### config.mk
export PLATFORM = sky130hd
export DESIGN_NAME = snake_game_sched_flat
export DESIGN_NICKNAME = d
export VERILOG_FILES = /design/src/rtl/snake_game_sched_if.sv /design/src/rtl/snake_game_sched.sv /design/src/flat_wrapper.sv
export SDC_FILE = /design/constraint.sdc
export NUM_CORES = 1
export LEC_CHECK = 0
export CORE_MARGIN = 1.5
export CORE_UTILIZATION = 30
export DETAILED_ROUTE_END_ITERATION = 12
export HOLD_SLACK_MARGIN = 0.06
export PLACE_DENSITY_LB_ADDON = 0.1
export SYNTH_ARGS = -nofsm -noshare
export SYNTH_HDL_FRONTEND = slang
export SYNTH_SLANG_ARGS = --single-unit
### constraint.sdc
create_clock -name Clk_24mhz -period 4.5 [get_ports Clk_24mhz]
set_input_delay 0.9 -clock Clk_24mhz [delete_from_list [all_inputs] [get_ports Clk_24mhz]]
set_output_delay 0.9 -clock Clk_24mhz [all_outputs]
set_load 0.005 [all_outputs]
### src/rtl/snake_game_sched_if.sv
// Signal bundle between the game scheduler and its neighbours (keys, snake controller,
// apple generator, display). The slave side is the scheduler itself.
`timescale 1ns/1ps
interface snake_game_sched_if;
    logic       Key_start;
    logic       Hit_wall_sig;
    logic       Hit_body_sig;
    logic [7:0] Head;
    logic [7:0] Apple;
    logic       Apple_valid;
    logic [7:0] Snake_length;
    logic [2:0] Game_status;
    logic       Move_tick;
    logic       Body_add_sig;
    logic       Apple_req;
    logic [7:0] Score;
    logic [3:0] Level;
    logic       Win;
    logic       Flash_sig;

    modport master (
        output Key_start, Hit_wall_sig, Hit_body_sig, Head, Apple, Apple_valid, Snake_length,
        input  Game_status, Move_tick, Body_add_sig, Apple_req, Score, Level, Win, Flash_sig
    );

    modport slave (
        input  Key_start, Hit_wall_sig, Hit_body_sig, Head, Apple, Apple_valid, Snake_length,
        output Game_status, Move_tick, Body_add_sig, Apple_req, Score, Level, Win, Flash_sig
    );
endinterface

### src/rtl/snake_game_sched.sv
// Snake game-flow scheduler: START/PLAY/END state machine, move tick generation,
// apple eating, score/level tracking and END-screen flash.
`timescale 1ns/1ps
module snake_game_sched #(
    parameter int unsigned TICK_BASE     = 6_000_000,
    parameter int unsigned TICK_STEP     = 500_000,
    parameter int unsigned TICK_MIN      = 2_000_000,
    parameter int unsigned PTS_PER_LEVEL = 4,
    parameter int unsigned FLASH_HALF    = 6_000_000,
    parameter int unsigned END_FLASHES   = 6,
    parameter int unsigned MAX_LEN       = 16
) (
    input  logic               Clk_24mhz,
    input  logic               Rst,
    snake_game_sched_if.slave  bus
);

    typedef enum logic [2:0] {
        StStart = 3'b001,
        StPlay  = 3'b010,
        StEnd   = 3'b100
    } state_e;

    state_e      state_q;
    logic        key_q;
    logic [31:0] tick_cnt_q;
    logic [31:0] period_q;
    logic [31:0] flash_cnt_q;
    logic [31:0] toggles_q;
    logic        move_tick_q;
    logic        body_add_q;
    logic        apple_req_q;
    logic        win_q;
    logic        flash_q;
    logic [7:0]  score_q;
    logic [3:0]  level_q;

    logic        press;
    logic        hit;
    logic        eat;
    logic        win_eat;
    logic        speed_up;
    logic [7:0]  score_inc;
    logic [31:0] period_dec;

    always_comb begin
        press     = bus.Key_start & ~key_q;
        hit       = bus.Hit_wall_sig | bus.Hit_body_sig;
        // Eating is only judged in the cycle right after a move step.
        eat       = move_tick_q & bus.Apple_valid & (bus.Head == bus.Apple);
        win_eat   = eat & (bus.Snake_length == 8'(MAX_LEN - 1));
        score_inc = (score_q == 8'hff) ? score_q : score_q + 8'd1;
        speed_up  = (score_q != 8'hff) && ((32'(score_inc) % PTS_PER_LEVEL) == 32'd0);
        period_dec = (period_q >= 32'(TICK_MIN + TICK_STEP)) ? period_q - 32'(TICK_STEP)
                                                             : 32'(TICK_MIN);
    end

    always_ff @(posedge Clk_24mhz) begin
        // Edge detector tracks the key even through reset so a held key is never a press.
        key_q <= bus.Key_start;
        if (Rst) begin
            state_q     <= StStart;
            tick_cnt_q  <= '0;
            period_q    <= 32'(TICK_BASE);
            flash_cnt_q <= '0;
            toggles_q   <= '0;
            move_tick_q <= 1'b0;
            body_add_q  <= 1'b0;
            apple_req_q <= 1'b0;
            win_q       <= 1'b0;
            flash_q     <= 1'b0;
            score_q     <= '0;
            level_q     <= '0;
        end else begin
            move_tick_q <= 1'b0;
            body_add_q  <= 1'b0;
            apple_req_q <= 1'b0;
            unique case (state_q)
                StStart: begin
                    flash_q <= 1'b0;
                    if (press) begin
                        state_q     <= StPlay;
                        score_q     <= '0;
                        level_q     <= '0;
                        win_q       <= 1'b0;
                        period_q    <= 32'(TICK_BASE);
                        tick_cnt_q  <= '0;
                        apple_req_q <= 1'b1;
                    end
                end
                StPlay: begin
                    if (hit) begin
                        state_q     <= StEnd;
                        flash_cnt_q <= '0;
                        toggles_q   <= '0;
                        flash_q     <= 1'b0;
                    end else begin
                        if (tick_cnt_q == period_q - 32'd1) begin
                            tick_cnt_q  <= '0;
                            move_tick_q <= 1'b1;
                        end else begin
                            tick_cnt_q <= tick_cnt_q + 32'd1;
                        end
                        if (eat) begin
                            body_add_q <= 1'b1;
                            score_q    <= score_inc;
                            if (speed_up) begin
                                period_q <= period_dec;
                                if (level_q != 4'hf) level_q <= level_q + 4'd1;
                            end
                            if (win_eat) begin
                                win_q       <= 1'b1;
                                state_q     <= StEnd;
                                flash_cnt_q <= '0;
                                toggles_q   <= '0;
                                flash_q     <= 1'b0;
                            end else begin
                                apple_req_q <= 1'b1;
                            end
                        end
                    end
                end
                StEnd: begin
                    if (press && (toggles_q >= 32'(END_FLASHES))) begin
                        state_q     <= StStart;
                        flash_q     <= 1'b0;
                        flash_cnt_q <= '0;
                    end else if (flash_cnt_q == 32'(FLASH_HALF - 1)) begin
                        flash_cnt_q <= '0;
                        flash_q     <= ~flash_q;
                        if (toggles_q < 32'(END_FLASHES)) toggles_q <= toggles_q + 32'd1;
                    end else begin
                        flash_cnt_q <= flash_cnt_q + 32'd1;
                    end
                end
                default: state_q <= StStart;
            endcase
        end
    end

    assign bus.Game_status  = state_q;
    assign bus.Move_tick    = move_tick_q;
    assign bus.Body_add_sig = body_add_q;
    assign bus.Apple_req    = apple_req_q;
    assign bus.Score        = score_q;
    assign bus.Level        = level_q;
    assign bus.Win          = win_q;
    assign bus.Flash_sig    = flash_q;

endmodule

### src/flat_wrapper.sv
// flat-port wrapper written by rule: the top's interface ports become plain ports
module snake_game_sched_flat 
#(
    parameter int unsigned TICK_BASE     = 6_000_000,
    parameter int unsigned TICK_STEP     = 500_000,
    parameter int unsigned TICK_MIN      = 2_000_000,
    parameter int unsigned PTS_PER_LEVEL = 4,
    parameter int unsigned FLASH_HALF    = 6_000_000,
    parameter int unsigned END_FLASHES   = 6,
    parameter int unsigned MAX_LEN       = 16
)
  (Clk_24mhz, Rst, bus_Key_start, bus_Hit_wall_sig, bus_Hit_body_sig, bus_Head, bus_Apple, bus_Apple_valid, bus_Snake_length, bus_Game_status, bus_Move_tick, bus_Body_add_sig, bus_Apple_req, bus_Score, bus_Level, bus_Win, bus_Flash_sig);
  snake_game_sched_if bus_i ();
  input  logic Clk_24mhz;
  input  logic Rst;
  input wire logic [$bits(bus_i.Key_start)-1:0] bus_Key_start;
  input wire logic [$bits(bus_i.Hit_wall_sig)-1:0] bus_Hit_wall_sig;
  input wire logic [$bits(bus_i.Hit_body_sig)-1:0] bus_Hit_body_sig;
  input wire logic [$bits(bus_i.Head)-1:0] bus_Head;
  input wire logic [$bits(bus_i.Apple)-1:0] bus_Apple;
  input wire logic [$bits(bus_i.Apple_valid)-1:0] bus_Apple_valid;
  input wire logic [$bits(bus_i.Snake_length)-1:0] bus_Snake_length;
  output wire logic [$bits(bus_i.Game_status)-1:0] bus_Game_status;
  output wire logic [$bits(bus_i.Move_tick)-1:0] bus_Move_tick;
  output wire logic [$bits(bus_i.Body_add_sig)-1:0] bus_Body_add_sig;
  output wire logic [$bits(bus_i.Apple_req)-1:0] bus_Apple_req;
  output wire logic [$bits(bus_i.Score)-1:0] bus_Score;
  output wire logic [$bits(bus_i.Level)-1:0] bus_Level;
  output wire logic [$bits(bus_i.Win)-1:0] bus_Win;
  output wire logic [$bits(bus_i.Flash_sig)-1:0] bus_Flash_sig;
  assign bus_i.Key_start = bus_Key_start;
  assign bus_i.Hit_wall_sig = bus_Hit_wall_sig;
  assign bus_i.Hit_body_sig = bus_Hit_body_sig;
  assign bus_i.Head = bus_Head;
  assign bus_i.Apple = bus_Apple;
  assign bus_i.Apple_valid = bus_Apple_valid;
  assign bus_i.Snake_length = bus_Snake_length;
  assign bus_Game_status = bus_i.Game_status;
  assign bus_Move_tick = bus_i.Move_tick;
  assign bus_Body_add_sig = bus_i.Body_add_sig;
  assign bus_Apple_req = bus_i.Apple_req;
  assign bus_Score = bus_i.Score;
  assign bus_Level = bus_i.Level;
  assign bus_Win = bus_i.Win;
  assign bus_Flash_sig = bus_i.Flash_sig;
  snake_game_sched #(.TICK_BASE(TICK_BASE), .TICK_STEP(TICK_STEP), .TICK_MIN(TICK_MIN), .PTS_PER_LEVEL(PTS_PER_LEVEL), .FLASH_HALF(FLASH_HALF), .END_FLASHES(END_FLASHES), .MAX_LEN(MAX_LEN)) u_core (.Clk_24mhz(Clk_24mhz), .Rst(Rst), .bus(bus_i));
endmodule
# Word-level counts from Yosys, hierarchy flattened
# Index checks and enable logic that the tools add are counted.
# word_totals
reg_bits,149
word_cells,128
input_bits,30
output_inout_bits,20
# op_classes
n_mux,55
n_reduce_logical,17
bitwise,8
add_sub_neg,7
order_cmp,3
n_eq_ne,24
# op_table
cell,count
32-bit 2-to-1 mux,16
32-bit case mux with 2 select lines,4
"32-bit by 1-bit adder with 32-bit output, second input constant",3
"32-bit by 23-bit == test with 1-bit output, second input constant",1
32-bit == test,1
"32-bit by 22-bit greater-or-equal comparator with 1-bit output, second input constant",1
"32-bit by 3-bit greater-or-equal comparator with 1-bit output, second input constant",1
32-bit zero test,1
"32-bit by 3-bit < comparator with 1-bit output, second input constant",1
8-bit 2-to-1 mux,4
"32-bit by 1-bit subtractor with 32-bit output, second input constant",1
"32-bit by 19-bit subtractor with 32-bit output, second input constant",1
4-bit 2-to-1 mux,5
"2-bit by 1-bit != test with 1-bit output, second input constant",8
8-bit case mux with 2 select lines,1
1-bit 2-to-1 mux,15
3-bit 2-to-1 mux,5
5-bit AND reduction,3
4-bit AND reduction,3
6-bit AND reduction,2
"3-bit by 1-bit != test with 1-bit output, second input constant",3
3-bit case mux with 3 select lines,1
"8-bit by 1-bit adder with 8-bit output, second input constant",1
"8-bit by 4-bit == test with 1-bit output, second input constant",1
other kinds (20),31

# Depth between registers and ports, before layout
# depth
word_depth,8
depth_mapped,13
mapped_depth_nobuf,10

# Least setup slack after synthesis
# OpenSTA, ideal clock, no wires.
# synth_path
path_type,input-to-reg
from,input port bus_Key_start
to,register u_core.period_q[29]
t_required_ns,4.372
path_buffers,3
setup_ns,0.128
arrival_time_ns,2.999
cell_stages,11
path_slack_ns,1.373
cell_sequence,nor2b_1 > clkbuf_1 > a22oi_1 > or2_2 > clkbuf_1 > a211oi_1 > clkbuf_1 > o21ai_1 > nor4_1 > xnor2_1 > nor2_1
# synth_via
elab_chain_cells,3
# synth_rtl
element,line_no,source
start: declaration,flat_wrapper.sv:16,input wire logic [$bits(bus_i.Key_start)-1:0] bus_Key_start;
1-bit bitwise AND,snake_game_sched.sv:47,press = bus.Key_start & ~key_q;
2-bit by 1-bit != test with 1-bit output (no source line),-,
5-bit AND reduction (no source line),-,
end signal: assignment,snake_game_sched.sv:64,period_q <= 32'(TICK_BASE);
end signal: assignment,snake_game_sched.sv:86,period_q <= 32'(TICK_BASE);
end signal: assignment,snake_game_sched.sv:108,period_q <= period_dec;
end: declaration,snake_game_sched.sv:27,logic [31:0] period_q;
# Every way passes these cells.
# A chain may end at the register's enable or synchronous reset.

# Final worst setup path
# layout_path
from,register u_core.period_q[10]
to,register u_core.tick_cnt_q[7]
# layout_via
elab_chain_cells,5
# layout_rtl
element,line_no,source
32-bit by 1-bit subtractor with 32-bit output,snake_game_sched.sv:98,if (tick_cnt_q == period_q - 32'd1) begin
32-bit == test,snake_game_sched.sv:98,
32-bit 2-to-1 mux,snake_game_sched.sv:98,
32-bit 2-to-1 mux,snake_game_sched.sv:92,if (hit) begin
32-bit case mux with 2 select lines,snake_game_sched.sv:78,unique case (state_q)
end signal: assignment,snake_game_sched.sv:102,tick_cnt_q <= tick_cnt_q + 32'd1;
end: declaration,snake_game_sched.sv:26,logic [31:0] tick_cnt_q;
# Every way passes these cells. The select of a mux whose other input is x is not followed.

==> results <==
- The run finished with clean final reports.
- At the placement stage, the worst setup path has a slack of 0.687 ns.
- The count of buffers added on input and output ports is 49.
- The critical path data required time is between 4 and 5 ns.
- The share of the core filled with cells in the final layout is between 30% and 40%.
- The via count of the first global-routing pass was just under 7000.
- The worst setup path is of the reg2reg kind.
- The pin count of the biggest net entering global routing is 32.
- The relative area change from synthesis to final layout is 16.8%.
- Synthesis inferred 144 register bits.
- The cell count after placement is 1320.
- The largest voltage drop on the vdd net is approximately 0.19 mV.
- The floorplan has 59 rows.
- The ratio of routed vias to standard cells is ~5.1.
- The Yosys warning count is 0.
- The vertical die dimension is 166 um.
- The detailed router's first-iteration violation count is 432.
- The total via count after detailed routing is 6934.
- The tightest min-delay check is of the reg2reg type.
- After global routing, the most crowded layer is met2.
- The total DRC errors in the routed layout is 0.
- In the post-route analysis, the smallest setup slack over all paths is 0.964 ns.
- The clock root buffer is sky130_fd_sc_hd__clkbuf_16.
- The final hold slack is 0.466 ns.
- The first-pass GRT wire length is 35.4 mm.
- The H-tree generated during clock tree synthesis spans 4 levels.
- The number of setup violations in the final report is 0.
- The worst setup skew after layout is 0.0135 ns.
- The first-pass iteration count of the detailed router is 5.
- The leakage power figure is 3.08 nW.
- The met3 global-route usage is 3.30%.
- The post-cts repair resize count is 0.
- At the pin with the least slew margin, the transition time is 0.945 ns.
- TritonCTS built the clock tree.
- The tree built by TritonCTS fans out to 144 sinks.
- At the end of routability-driven placement, the weighted congestion stood at 0.774.
- The repair_antennas step left the layout with diodes totalling 0.
- STA puts the critical path data arrival time at ~3.8 ns.
- The maximum net fanout on the critical path is 27.
- The count of nets left with antenna violations after detail routing is 0.
- In the final routed layout, each cell accounts on average for around 16 um.
- The horizontal die dimension is between 150 and 200 um.
- The max-slew violation count came to 0.
- The overall global routing resource usage is between 15 and 20%.
- In this run, synthesis inferred 0 flip-flops with an integrated enable.
- The share of the clock period used by the worst path after layout is 78.6%.
- Once layout is complete, the cells apart from fillers number 1352.
- The sequential group share of total power is 45.4%.
- After the last flow step, the layout net total stands at ~1000.
- During I/O placement, the number of pins put on the boundary was 50.
- Of all flip-flops after synthesis, the portion carrying an async set or reset was 0%.
- The layout cell share with drive strength beyond 1 is 7.47%.
- The proportion of synthesized chip area in sequential cells is 36.3%.
- The kind of capture point of the worst setup path is a flip-flop.
- The buffers inserted during post-CTS setup optimization is 0.
- The internal portion of total power is about 2.1 mW.
- The average instance area after synthesis is 8.07 um2.
- Clock-pin slew was measured on the worst setup and hold paths at 0.06 ns.
- The number of standard cells after synthesis is 983.
- The area of the placeable core is approximately 26000 um2.
- The switching fraction of total power is 25.5%.
- The count of endpoints failing hold in the final timing report is 0.
- Summing every instance area after synthesis gives 7930 um2.
- The number of distinct library cell variants in the gate-level netlist after synthesis is 65.
- The total wire length is 21.2 mm.
- The number of buffers inserted during clock tree synthesis is 17.
- Setup repair after global routing left no endpoint under its margin.
- The number of antenna violations at the first check in global routing was 0.
- The worst max-slew margin expressed relative to the limit is between 30 and 40%.
- In this run the power density over the cells is 311 nW/um2.
- Across the run, the number of max-cap violations was 0.
- No sink is reached through more buffers than the 2 on the longest clock path.
- For this configuration, the core starts out at a cell density of 30.5%.
- For this run, global-route usage on met2 was measured as 25.0%.
- The total die area is 27400 um2.
- For this run, the leading register cell type out of synthesis is sky130_fd_sc_hd__dfxtp_1.
- Counting every net in the synthesized netlist gives 1021.
- Summed over all nets, the switching power comes to roughly 0.73 mW.
- The share of total power dissipated in combinational logic is 5.4%.
- The shortest period the worst path allows is 3.54 ns.
- Of the total power, the clock network draws 49.3%.
- After routing, the total negative slack on setup checks comes to 0 ns.
- The sort of element at the start of the critical path is a flip-flop.
- The cts-stage hold buffer count is 0.
- Clock latency on the worst-skew pair, taken at its later pin, is 0.43 ns.
- After global routing the overflow that remains totals 0.
- Detailed placement finished with a half-perimeter wire length of between 10 and 15 mm.
- The met1 track demand over resource in global routing is 21.3%.
- Static timing analysis puts the maximum clock frequency at 0.283 GHz.
-- layer usage --
metal,vias to the layer above,part of all wire [%],wire (um)
met3,9,2.2,475
met5,-,0,0
met4,0,0.72,152
met1,3280,50,10700
met2,64,47,9900
li1,3581,-,-
-- cells in the final DEF (no fill, tap or decap), drive strengths merged, types with 14 or more instances in the layout --
cell type and instances:
and3 25, clkdlybuf4s50 49, o311ai 19, nor4 36
or3 19, nand2 101, buf 15, clkbuf 18
nand4 40, inv 20, dfxtp 144, xnor2 60
nand3 48, a21oi 34, nor2 108, and2 21
o21ai 38, xor2 44, nor3 31, a31oi 14
-- metrics by stage --
step,cell area (um2),power (mW)
after global placement,8690,1.49
after global routing,9270,2.99
after floorplan,7930,1.42
after CTS,9270,2.93
after detailed placement,8690,1.49
final,9270,2.88
-- power by group through the flow --
stage / sequential [mW] / combinational [mW] / clock (mW)
floorplan: 1.32 / 0.105 / 0
global placement: 1.34 / 0.156 / 0
detailed placement: 1.34 / 0.156 / 0
CTS: 1.31 / 0.156 / 1.47
global route: 1.31 / 0.172 / 1.51
finish: 1.31 / 0.155 / 1.42
-- worst max-delay path: stages (launching register included) --
cell and delay, ns:
sky130_fd_sc_hd__dfxtp_1 0.42, sky130_fd_sc_hd__or4_4 0.59, sky130_fd_sc_hd__or3_1 0.38, sky130_fd_sc_hd__or3_1 0.37, sky130_fd_sc_hd__mux2i_1 0.15, sky130_fd_sc_hd__a311o_1 0.34
sky130_fd_sc_hd__or4_4 0.70, sky130_fd_sc_hd__nand2_8 0.27, sky130_fd_sc_hd__o311ai_0 0.16
-- final timing paths --
path | start | endpoint | slack, ns | cells after the start
worst max register to register | u_core.period_q[10]$_SDFFE_PP1P_ | u_core.tick_cnt_q[7]$_SDFFE_PP0P_ | 0.96 | 8
worst min register to register | u_core.toggles_q[30]$_SDFFE_PP0P_ | u_core.toggles_q[30]$_SDFFE_PP0P_ | 0.47 | 1
worst max-delay path | u_core.period_q[10]$_SDFFE_PP1P_ | u_core.tick_cnt_q[7]$_SDFFE_PP0P_ | 0.96 | 8
worst min-delay path | u_core.toggles_q[30]$_SDFFE_PP0P_ | u_core.toggles_q[30]$_SDFFE_PP0P_ | 0.47 | 1
-- cell families after synthesis --
| group | after synthesis | synth area share, % |
|---|---|---|
| flip-flops | 144 | 36.3 |
| multiplexers | 4 | 0.520 |
| buffers and inverters | 74 | 4.08 |
| AO/OA/AOI/OAI | 148 | 13.2 |
| AND/OR/NAND/NOR | 501 | 33.1 |
| XOR/XNOR | 104 | 11.5 |
| adder cells (fa/ha/maj) | 8 | 1.26 |
-- sequential cells by signal (all words and copies together) (netlist names), 3 cells and up --
name	count
u_core.tick_cnt_q	32
u_core.bus.Score	8
u_core.bus.Game_status	3
u_core.period_q	27
u_core.bus.Level	4
u_core.toggles_q	32
u_core.flash_cnt_q	32
-- area by class of cell --
cell class | instances | area [um2]
Fill cell | 2751 | 16700
Timing Repair Buffer | 64 | 603
Clock buffer | 18 | 439
Multi-Input combinational cell | 765 | 4740
Tap cell | 335 | 419
Clock inverter | 14 | 143
Sequential cell | 144 | 2880
Inverter | 12 | 45.0
-- Yosys cell counts, drive strengths merged, types with 10 or more instances --
library cell	count	area, um2
dfxtp	144	2880
nor2	108	405
nand2	101	395
xnor2	60	526
clkbuf	52	195
nand3	48	240
xor2	44	385
nand4	40	250
o21ai	38	190
nor4	36	231
a21oi	34	170
nor3	31	155
and3	25	156
and2	21	131
o311ai	19	241
or3	19	119
a31oi	14	87.6
nand2b	13	81.3
nor2b	13	81.3
inv	12	45.0
or4	12	97.6
buf	10	83.8
(Power assumes the default switching activity.)
